$ cat src/rtl/dcache_sram_nway_if.sv
// Lookup, fill, flush and write-back bus between the D-cache controller and the
// N-way storage array.
interface dcache_sram_nway_if #(
   parameter int unsigned TAG_BITS       = 3,
   parameter int unsigned SET_INDEX_BITS = 1,
   parameter int unsigned BLOCK_BYTES    = 8
);
   localparam int unsigned ADDR_BITS  = TAG_BITS + SET_INDEX_BITS;
   localparam int unsigned BLOCK_BITS = 8 * BLOCK_BYTES;

   logic                   ren;
   logic                   wen;
   logic                   memWen;
   logic [BLOCK_BYTES-1:0] bytesAccess;
   logic [ADDR_BITS-1:0]   blockAddr;
   logic [BLOCK_BITS-1:0]  dataIn;
   logic                   hit;
   logic                   dirtyBit;
   logic [BLOCK_BITS-1:0]  dataOut;
   logic                   victimValid;
   logic [ADDR_BITS-1:0]   victimAddr;
   logic [BLOCK_BITS-1:0]  victimData;
   logic                   flushReq;
   logic                   flushBusy;
   logic                   flushDone;
   logic                   wbValid;
   logic                   wbReady;
   logic [ADDR_BITS-1:0]   wbAddr;
   logic [BLOCK_BITS-1:0]  wbData;

   modport master (
      output ren, wen, memWen, bytesAccess, blockAddr, dataIn, flushReq, wbReady,
      input  hit, dirtyBit, dataOut, victimValid, victimAddr, victimData,
             flushBusy, flushDone, wbValid, wbAddr, wbData
   );

   modport slave (
      input  ren, wen, memWen, bytesAccess, blockAddr, dataIn, flushReq, wbReady,
      output hit, dirtyBit, dataOut, victimValid, victimAddr, victimData,
             flushBusy, flushDone, wbValid, wbAddr, wbData
   );
endinterface

$ cat src/rtl/dcache_sram_nway.sv
// N-way set-associative D-cache storage: tag/valid/dirty/data per line, true-LRU
// ages, byte-masked write hits, block fills, victim reporting and a write-back flush.
module dcache_sram_nway #(
   parameter int unsigned WAYS           = 4,
   parameter int unsigned SET_INDEX_BITS = 1,
   parameter int unsigned TAG_BITS       = 3,
   parameter int unsigned BLOCK_BYTES    = 8
) (
   input logic               clk,
   input logic               rst,
   dcache_sram_nway_if.slave bus
);
   localparam int unsigned SETS       = 1 << SET_INDEX_BITS;
   localparam int unsigned BLOCK_BITS = 8 * BLOCK_BYTES;
   localparam int unsigned WAY_BITS   = $clog2(WAYS);
   localparam int unsigned IDX_BITS   = SET_INDEX_BITS + WAY_BITS;
   localparam int unsigned ENTRIES    = SETS * WAYS;

   typedef enum logic [1:0] {IDLE, SCAN, WB, DONE} state_t;

   logic [TAG_BITS-1:0]   tag_q   [SETS][WAYS];
   logic [BLOCK_BITS-1:0] data_q  [SETS][WAYS];
   logic [WAY_BITS-1:0]   age_q   [SETS][WAYS];
   logic [WAYS-1:0]       valid_q [SETS];
   logic [WAYS-1:0]       dirty_q [SETS];

   state_t                state;
   logic [IDX_BITS-1:0]   idx;
   logic                  flush_busy;
   logic                  flush_done;
   logic                  wb_valid;
   logic [TAG_BITS+SET_INDEX_BITS-1:0] wb_addr;
   logic [BLOCK_BITS-1:0] wb_data;

   logic [SET_INDEX_BITS-1:0] set_sel;
   logic [TAG_BITS-1:0]       tag_sel;
   logic [SET_INDEX_BITS-1:0] scan_set;
   logic [WAY_BITS-1:0]       scan_way;
   logic                      last_entry;

   logic                  hit_any;
   logic [WAY_BITS-1:0]   hit_way;
   logic                  inv_any;
   logic [WAY_BITS-1:0]   inv_way;
   logic [WAY_BITS-1:0]   lru_way;
   logic [WAY_BITS-1:0]   vic_way;
   logic [WAY_BITS-1:0]   fill_way;
   logic [WAY_BITS-1:0]   touch_way;
   logic [BLOCK_BITS-1:0] merged;
   logic                  hit_eff;
   logic                  do_fill;
   logic                  do_write;
   logic                  do_read;

   assign set_sel    = bus.blockAddr[SET_INDEX_BITS-1:0];
   assign tag_sel    = bus.blockAddr[TAG_BITS+SET_INDEX_BITS-1:SET_INDEX_BITS];
   assign scan_set   = idx[IDX_BITS-1:WAY_BITS];
   assign scan_way   = idx[WAY_BITS-1:0];
   assign last_entry = (idx == IDX_BITS'(ENTRIES - 1));

   // Tag match, first invalid way and the way whose age marks it least recent.
   always_comb begin
      hit_any = 1'b0;
      hit_way = '0;
      inv_any = 1'b0;
      inv_way = '0;
      lru_way = '0;
      for (int unsigned w = 0; w < WAYS; w++) begin
         if (valid_q[set_sel][WAY_BITS'(w)] && (tag_q[set_sel][WAY_BITS'(w)] == tag_sel)
             && !hit_any) begin
            hit_any = 1'b1;
            hit_way = WAY_BITS'(w);
         end
         if (!valid_q[set_sel][WAY_BITS'(w)] && !inv_any) begin
            inv_any = 1'b1;
            inv_way = WAY_BITS'(w);
         end
         if (age_q[set_sel][WAY_BITS'(w)] == WAY_BITS'(WAYS - 1)) begin
            lru_way = WAY_BITS'(w);
         end
      end
   end

   assign vic_way   = inv_any ? inv_way : lru_way;
   assign fill_way  = hit_any ? hit_way : vic_way;

   assign do_fill   = bus.memWen && !flush_busy;
   assign do_write  = bus.wen && !bus.memWen && !flush_busy && hit_any;
   assign do_read   = bus.ren && !bus.wen && !bus.memWen && !flush_busy && hit_any;
   assign touch_way = do_fill ? fill_way : hit_way;

   always_comb begin
      merged = data_q[set_sel][hit_way];
      for (int unsigned b = 0; b < BLOCK_BYTES; b++) begin
         if (bus.bytesAccess[b]) begin
            merged[8*b +: 8] = bus.dataIn[8*b +: 8];
         end
      end
   end

   assign hit_eff         = hit_any && !flush_busy;
   assign bus.hit         = hit_eff;
   assign bus.dataOut     = hit_eff ? data_q[set_sel][hit_way] : '0;
   assign bus.dirtyBit    = hit_any ? dirty_q[set_sel][hit_way] : dirty_q[set_sel][vic_way];
   assign bus.victimValid = !flush_busy && valid_q[set_sel][vic_way];
   assign bus.victimAddr  = {tag_q[set_sel][vic_way], set_sel};
   assign bus.victimData  = data_q[set_sel][vic_way];

   assign bus.flushBusy = flush_busy;
   assign bus.flushDone = flush_done;
   assign bus.wbValid   = wb_valid;
   assign bus.wbAddr    = wb_addr;
   assign bus.wbData    = wb_data;

   // Tag and data arrays carry no reset; valid bits gate every use of them.
   always_ff @(posedge clk) begin
      if (do_fill) begin
         data_q[set_sel][fill_way] <= bus.dataIn;
         tag_q[set_sel][fill_way]  <= tag_sel;
      end else if (do_write) begin
         data_q[set_sel][hit_way] <= merged;
      end
   end

   always_ff @(posedge clk) begin
      if (rst) begin
         for (int unsigned s = 0; s < SETS; s++) begin
            valid_q[SET_INDEX_BITS'(s)] <= '0;
            dirty_q[SET_INDEX_BITS'(s)] <= '0;
            for (int unsigned w = 0; w < WAYS; w++) begin
               age_q[SET_INDEX_BITS'(s)][WAY_BITS'(w)] <= WAY_BITS'(w);
            end
         end
         state      <= IDLE;
         idx        <= '0;
         flush_busy <= 1'b0;
         flush_done <= 1'b0;
         wb_valid   <= 1'b0;
         wb_addr    <= '0;
         wb_data    <= '0;
      end else begin
         flush_done <= 1'b0;

         if (do_fill) begin
            valid_q[set_sel][fill_way] <= 1'b1;
            dirty_q[set_sel][fill_way] <= 1'b0;
         end else if (do_write) begin
            dirty_q[set_sel][hit_way] <= 1'b1;
         end

         // Touched way becomes MRU; only ways younger than it age by one.
         if (do_fill || do_write || do_read) begin
            for (int unsigned w = 0; w < WAYS; w++) begin
               if (WAY_BITS'(w) == touch_way) begin
                  age_q[set_sel][WAY_BITS'(w)] <= '0;
               end else if (age_q[set_sel][WAY_BITS'(w)] < age_q[set_sel][touch_way]) begin
                  age_q[set_sel][WAY_BITS'(w)] <= age_q[set_sel][WAY_BITS'(w)] + 1'b1;
               end
            end
         end

         case (state)
            IDLE: begin
               if (bus.flushReq) begin
                  state      <= SCAN;
                  idx        <= '0;
                  flush_busy <= 1'b1;
               end
            end
            SCAN: begin
               if (valid_q[scan_set][scan_way] && dirty_q[scan_set][scan_way]) begin
                  state    <= WB;
                  wb_valid <= 1'b1;
                  wb_addr  <= {tag_q[scan_set][scan_way], scan_set};
                  wb_data  <= data_q[scan_set][scan_way];
               end else if (last_entry) begin
                  state      <= DONE;
                  flush_done <= 1'b1;
               end else begin
                  idx <= idx + 1'b1;
               end
            end
            WB: begin
               if (bus.wbReady) begin
                  wb_valid                    <= 1'b0;
                  dirty_q[scan_set][scan_way] <= 1'b0;
                  if (last_entry) begin
                     state      <= DONE;
                     flush_done <= 1'b1;
                  end else begin
                     state <= SCAN;
                     idx   <= idx + 1'b1;
                  end
               end
            end
            DONE: begin
               state      <= IDLE;
               flush_busy <= 1'b0;
            end
            default: state <= IDLE;
         endcase
      end
   end
endmodule

$ cat src/flat_wrapper.sv
// flat-port wrapper written by rule: the top's interface ports become plain ports
module dcache_sram_nway_flat 
#(
   parameter int unsigned WAYS           = 4,
   parameter int unsigned SET_INDEX_BITS = 1,
   parameter int unsigned TAG_BITS       = 3,
   parameter int unsigned BLOCK_BYTES    = 8
)
  (clk, rst, bus_ren, bus_wen, bus_memWen, bus_bytesAccess, bus_blockAddr, bus_dataIn, bus_flushReq, bus_wbReady, bus_hit, bus_dirtyBit, bus_dataOut, bus_victimValid, bus_victimAddr, bus_victimData, bus_flushBusy, bus_flushDone, bus_wbValid, bus_wbAddr, bus_wbData);
  dcache_sram_nway_if #(.TAG_BITS(TAG_BITS), .SET_INDEX_BITS(SET_INDEX_BITS), .BLOCK_BYTES(BLOCK_BYTES)) bus_i ();
  input logic clk;
  input logic rst;
  input wire logic [$bits(bus_i.ren)-1:0] bus_ren;
  input wire logic [$bits(bus_i.wen)-1:0] bus_wen;
  input wire logic [$bits(bus_i.memWen)-1:0] bus_memWen;
  input wire logic [$bits(bus_i.bytesAccess)-1:0] bus_bytesAccess;
  input wire logic [$bits(bus_i.blockAddr)-1:0] bus_blockAddr;
  input wire logic [$bits(bus_i.dataIn)-1:0] bus_dataIn;
  input wire logic [$bits(bus_i.flushReq)-1:0] bus_flushReq;
  input wire logic [$bits(bus_i.wbReady)-1:0] bus_wbReady;
  output wire logic [$bits(bus_i.hit)-1:0] bus_hit;
  output wire logic [$bits(bus_i.dirtyBit)-1:0] bus_dirtyBit;
  output wire logic [$bits(bus_i.dataOut)-1:0] bus_dataOut;
  output wire logic [$bits(bus_i.victimValid)-1:0] bus_victimValid;
  output wire logic [$bits(bus_i.victimAddr)-1:0] bus_victimAddr;
  output wire logic [$bits(bus_i.victimData)-1:0] bus_victimData;
  output wire logic [$bits(bus_i.flushBusy)-1:0] bus_flushBusy;
  output wire logic [$bits(bus_i.flushDone)-1:0] bus_flushDone;
  output wire logic [$bits(bus_i.wbValid)-1:0] bus_wbValid;
  output wire logic [$bits(bus_i.wbAddr)-1:0] bus_wbAddr;
  output wire logic [$bits(bus_i.wbData)-1:0] bus_wbData;
  assign bus_i.ren = bus_ren;
  assign bus_i.wen = bus_wen;
  assign bus_i.memWen = bus_memWen;
  assign bus_i.bytesAccess = bus_bytesAccess;
  assign bus_i.blockAddr = bus_blockAddr;
  assign bus_i.dataIn = bus_dataIn;
  assign bus_i.flushReq = bus_flushReq;
  assign bus_i.wbReady = bus_wbReady;
  assign bus_hit = bus_i.hit;
  assign bus_dirtyBit = bus_i.dirtyBit;
  assign bus_dataOut = bus_i.dataOut;
  assign bus_victimValid = bus_i.victimValid;
  assign bus_victimAddr = bus_i.victimAddr;
  assign bus_victimData = bus_i.victimData;
  assign bus_flushBusy = bus_i.flushBusy;
  assign bus_flushDone = bus_i.flushDone;
  assign bus_wbValid = bus_i.wbValid;
  assign bus_wbAddr = bus_i.wbAddr;
  assign bus_wbData = bus_i.wbData;
  dcache_sram_nway #(.WAYS(WAYS), .SET_INDEX_BITS(SET_INDEX_BITS), .TAG_BITS(TAG_BITS), .BLOCK_BYTES(BLOCK_BYTES)) u_core (.clk(clk), .rst(rst), .bus(bus_i));
endmodule
$ cat config.mk
export PLATFORM = sky130hd
export DESIGN_NAME = dcache_sram_nway_flat
export DESIGN_NICKNAME = d
export VERILOG_FILES = /design/src/rtl/dcache_sram_nway_if.sv /design/src/rtl/dcache_sram_nway.sv /design/src/flat_wrapper.sv
export SDC_FILE = /design/constraint.sdc
export NUM_CORES = 2
export LEC_CHECK = 0
export ABC_AREA = 1
export CORE_MARGIN = 5
export CORE_UTILIZATION = 45
export DETAILED_ROUTE_END_ITERATION = 12
export SKIP_CTS_REPAIR_TIMING = 1
export SYNTH_ARGS = -nofsm -noshare
export SYNTH_HDL_FRONTEND = slang
export SYNTH_SLANG_ARGS = --single-unit
$ cat constraint.sdc
create_clock -name clk -period 22 [get_ports clk]
set_input_delay 4.4 -clock clk [delete_from_list [all_inputs] [get_ports clk]]
set_output_delay 4.4 -clock clk [all_outputs]
set_load 0.05 [all_outputs]
==> impl.org <==
** Synthesis
- Net Count, Synth :: 4508
- Number of synthesized flops with an enable pin :: 552
- During synthesis, Yosys emitted a total of 0 warnings.
- Cell with the most instances after synthesis :: sky130_fd_sc_hd__nand2_1
- Top cells by count, synth :: sky130_fd_sc_hd__nand2_1 (1106), sky130_fd_sc_hd__o21ai_0 (855), sky130_fd_sc_hd__edfxtp_1 (552)
- Yosys attributes the largest share of cell area to sky130_fd_sc_hd__edfxtp_1 (46%), sky130_fd_sc_hd__o21ai_0 (12%), sky130_fd_sc_hd__nand2_1 (12%), sky130_fd_sc_hd__dfxtp_1 (5.2%), sky130_fd_sc_hd__a21oi_1 (5.1%).
- Sequential cells were found to cover 51.3% of the synthesized design area.
- Averaged over all synthesized cells, the footprint is 8.15 um^2.
- In this run, synthesis produced a sequential element count of 645.
- Summing every instance area after synthesis gives 0.0360 mm^2.
- Post-synthesis cell type with the largest combined area :: sky130_fd_sc_hd__edfxtp_1
- Synthesis handed over a netlist of 4414 instances.
- Post-synth ARST share :: 0%
- Number of distinct standard cells referenced by the synthesized netlist :: 48
- In the synthesized netlist the dominant register cell turns out to be sky130_fd_sc_hd__edfxtp_1.
- After synthesis, the largest area contributor takes up 46.1% of total cell area.

** Critical path
- Delay of the slowest cell on the worst path :: 0.89 ns
- The worst setup path is of the in2out kind.
- The worst setup path is captured at an output port.
- Worst-path cell chain :: buf_8 -> buf_4 -> o21ai_0 -> inv_1 -> ha_1 -> inv_1 -> nand2_1 -> o21ai_0 -> nand2_1 -> nand2_4 -> inv_4 -> buf_4 -> o21ai_0 -> o22a_1 -> clkdlybuf4s50_1
- In this run the critical register-to-register path is launched from u_core.age_q[1][1].
- Setup crit start :: bus_blockAddr[0]
- Critical path fanouts, max :: 126
- Critical Path Most Common Cell :: sky130_fd_sc_hd__o21ai_0
- Counting cells, the worst reg-to-reg path comes to 17.
- Critical path data required time :: 17.60 ns
- Data on the critical path arrives at its endpoint at 10.12 ns.
- Launching element type of the critical path :: primary input
- CP Buf/Inv Count :: 7
- Counting buffers and inverters, the worst setup path is 15 cells deep.
- The slowest stage of the critical path belongs to the cell sky130_fd_sc_hd__inv_4.
- Crit-path leading delay family :: buffers and inverters

** Power
- The completed layout was analyzed and its total power is 3380 uW.
- Cell internal power was estimated by the tool at 2330 uW.
- Summed over all nets, the switching power comes to 1060 uW.
- Sequential cell fraction of total power :: 41.5%
- In this run, the combinational gates consume 21.8% of the power.
- In this run switching power makes up 31.2% of total power.
- Maximum vdd ir drop :: 49.1 uV
- LEAKAGE :: 0.0153 uW
- For this design the ratio of total power to cell area is 81.3 mW/mm^2.
- The clock network is responsible for 36.7% of the overall power.

** Timing
- Setup slack on the critical path of the routed design comes to 7.48 ns.
- For the pin with the worst max-slew slack, the measured transition is 1.18 ns.
- Max-slew violations :: 0
- Setup violations remaining at the end of the flow were counted as 0.
- The smallest clock period supported by the final layout is computed as 14.52 ns.
- Worst relative slew slack :: 21.3%
- Portion of the clock cycle consumed by the worst path in the final layout :: 66.0%
- Setup repair after global routing left no endpoint under its margin.
- Final Hold Fails :: 0
- Total negative setup slack :: 0 ns
- Between clock sinks in the finished design, the worst skew comes to 0.0230 ns.
- Max Clock Freq :: 68.9 MHz

** Global routing
- After global routing the overflow that remains totals 0.
- Entering global routing, the biggest net connects 127 pins.
- The number of global-route vias before repair is 30600.
- For this run, the total global-route usage over all layers was measured as 29.0%.
- The number of antenna violations at the first check in global routing came to 4.
- The first global-routing pass estimated 191000 um of wire.

** Detailed routing
- Drt total wl :: 129000 um
- In this run, the number of DRC markers left after iteration 0 of detailed routing was 3513.
- Number of DRC violations after detailed routing :: 0
- Across all layers, the routed design uses 33000 vias.
- The count of nets left with antenna violations once routing finished came out at 0.
- Using the TritonRoute via totals, the vias-per-cell ratio works out to 5.90.
- Before antenna repair, the detailed router went through 6 iterations.
- Wire length per cell :: 23.1 um

** Flow run
- The tool flagged a number of max-cap violations equal to 0.

** Floorplanning
- Rows :: 103
- After floorplanning, the core was sized to cover 0.0791 mm^2.
- Horizontal die dimension :: 293 um
- During I/O placement, the number of pins put on the boundary was 289.
- Initial core utilization :: 45.5%
- The floorplan step defined a die boundary enclosing 0.0857 mm^2.
- Die Y :: 293 um

** Final layout
- Area Overhead vs Synth :: 15.8%
- Measured on the finished design, the core utilization comes to 52.6%.
- Fraction of final layout cells with drive strength greater than 1 :: 4.95%
- Nets :: 4575
- Post-route insts no fill :: 5596

** Placement
- Counting tap cells, the placed design contains a total of 5453 instances.
- Once detailed placement completed, the half-perimeter wirelength came to 73700 um.
- At the end of routability-driven placement, the weighted congestion stood at 0.858.
- Before CTS, the worst setup slack after placement is 7.57 ns.
- The count of buffers added on input and output ports is 288.

** Clock tree
- Htree depth :: 3
- TritonCTS clock tree :: done
- The root buffer cell chosen for the clock tree is sky130_fd_sc_hd__clkbuf_16.
- Clock slew at the register clock pins of the worst setup and hold paths :: 0.06 ns
- Buffers inserted during clock tree synthesis total 76.
- Clock tree buffer depth :: 3
- TritonCTS sink count :: 645
- The clock reaches the later pin of the worst-skew pair after 0.63 ns.

** Hold path
- In this run the most critical hold path is launched from u_core.bus.wbData[25].
- The worst hold path was traced through 2 stages.
- The min-delay analysis places its worst path in the category reg2reg.

** Status
- Status :: completed
-- layout make-up --
| class | count | area (um^2) |
|---|---|---|
| Inverter | 348 | 1320 |
| Fill cell | 7389 | 37500 |
| Multi-Input combinational cell | 3074 | 14900 |
| Timing Repair Buffer | 336 | 3250 |
| Antenna cell | 4 | 10.0 |
| Clock inverter | 31 | 288 |
| Clock buffer | 108 | 2150 |
| Sequential cell | 645 | 18400 |
| Tap cell | 1050 | 1310 |
-- path summary, 6_finish.rpt --
path,to,slack [ns]
setup / recovery,bus_victimData[38],7.48
hold / removal,u_core.bus.wbData[25],0.46
setup reg to reg,u_core.data_q[0][232],16.32
hold reg to reg,u_core.bus.wbData[25],0.46
-- cell families (layout without fill, tap and decap cells) --
family	count (synthesis)	after routing	synth area share [%]
muxes	3	3	0.0835
other	0	4	0
buffers and inverters	695	823	7.58
and+or+nand+nor	1432	1432	15.6
adders and majority gates	11	11	0.383
AOI/OAI and AO/OA	1628	1628	25.1
DFF	645	645	51.3
-- metrics by stage --
stage               area (um^2)  hold slack (ns)
finish                    41600            0.459
detailed placement        39200            0.451
floorplan                 36000            0.441
global placement          39200            0.449
CTS                       41600            0.460
global route              41600            0.475
-- sequential cells by signal, indices dropped and copies added (netlist names), named ones only --
name / count
u_core.tag_q: 24
u_core.idx: 3
u_core.state: 2
u_core.dirty_q: 8
u_core.bus.wbValid: 1
u_core.data_q: 512
u_core.bus.wbData: 64
u_core.bus.flushBusy: 1
u_core.bus.wbAddr: 4
u_core.bus.flushDone: 1
u_core.age_q: 16
u_core.valid_q: 8
-- layer usage --
layer  wire [um]  global-route usage, %
met1       51600                   38.5
met2       60800                   48.5
met3       11900                   4.33
met4        4780                   10.7
met5          20                      0
-- cells in the final DEF, fill, tap and decap left out, types with 79 or more instances in the layout --
master	count
sky130_fd_sc_hd__nand2_1	1102
sky130_fd_sc_hd__o21ai_0	855
sky130_fd_sc_hd__edfxtp_1	552
sky130_fd_sc_hd__a21oi_1	362
sky130_fd_sc_hd__inv_1	325
sky130_fd_sc_hd__clkdlybuf4s50_1	286
sky130_fd_sc_hd__nor2_1	213
sky130_fd_sc_hd__o211ai_1	129
sky130_fd_sc_hd__dfxtp_1	90
sky130_fd_sc_hd__clkbuf_16	79
-- power by group through the flow --
stage / Sequential, uW / Clock, uW / Combinational [uW]
final: 1400 / 1240 / 736
after global routing: 1410 / 1310 / 797
after CTS: 1400 / 1260 / 730
after detailed placement: 1430 / 0 / 728
after global placement: 1430 / 0 / 723
after floorplan: 1440 / 0 / 466
-- worst register-to-register path, cell delays in order, from the launching register on --
cell                       delay (ns)
sky130_fd_sc_hd__edfxtp_1        0.36
sky130_fd_sc_hd__or2_2           0.29
sky130_fd_sc_hd__o21ai_0         0.16
sky130_fd_sc_hd__inv_1           0.11
sky130_fd_sc_hd__ha_1            0.21
sky130_fd_sc_hd__inv_1           0.07
sky130_fd_sc_hd__nand2_1         0.05
sky130_fd_sc_hd__o21ai_0         0.14
sky130_fd_sc_hd__nand2_1         0.11
sky130_fd_sc_hd__nand2_4         0.64
sky130_fd_sc_hd__inv_4           0.56
sky130_fd_sc_hd__nand3_2         0.29
sky130_fd_sc_hd__nand2_1         0.11
sky130_fd_sc_hd__nor2_1          0.19
sky130_fd_sc_hd__nand2_2         0.19
sky130_fd_sc_hd__a21oi_4         0.53
sky130_fd_sc_hd__buf_4           0.59
sky130_fd_sc_hd__buf_4           0.67
Note: power is estimated with default switching activity, not from simulation.
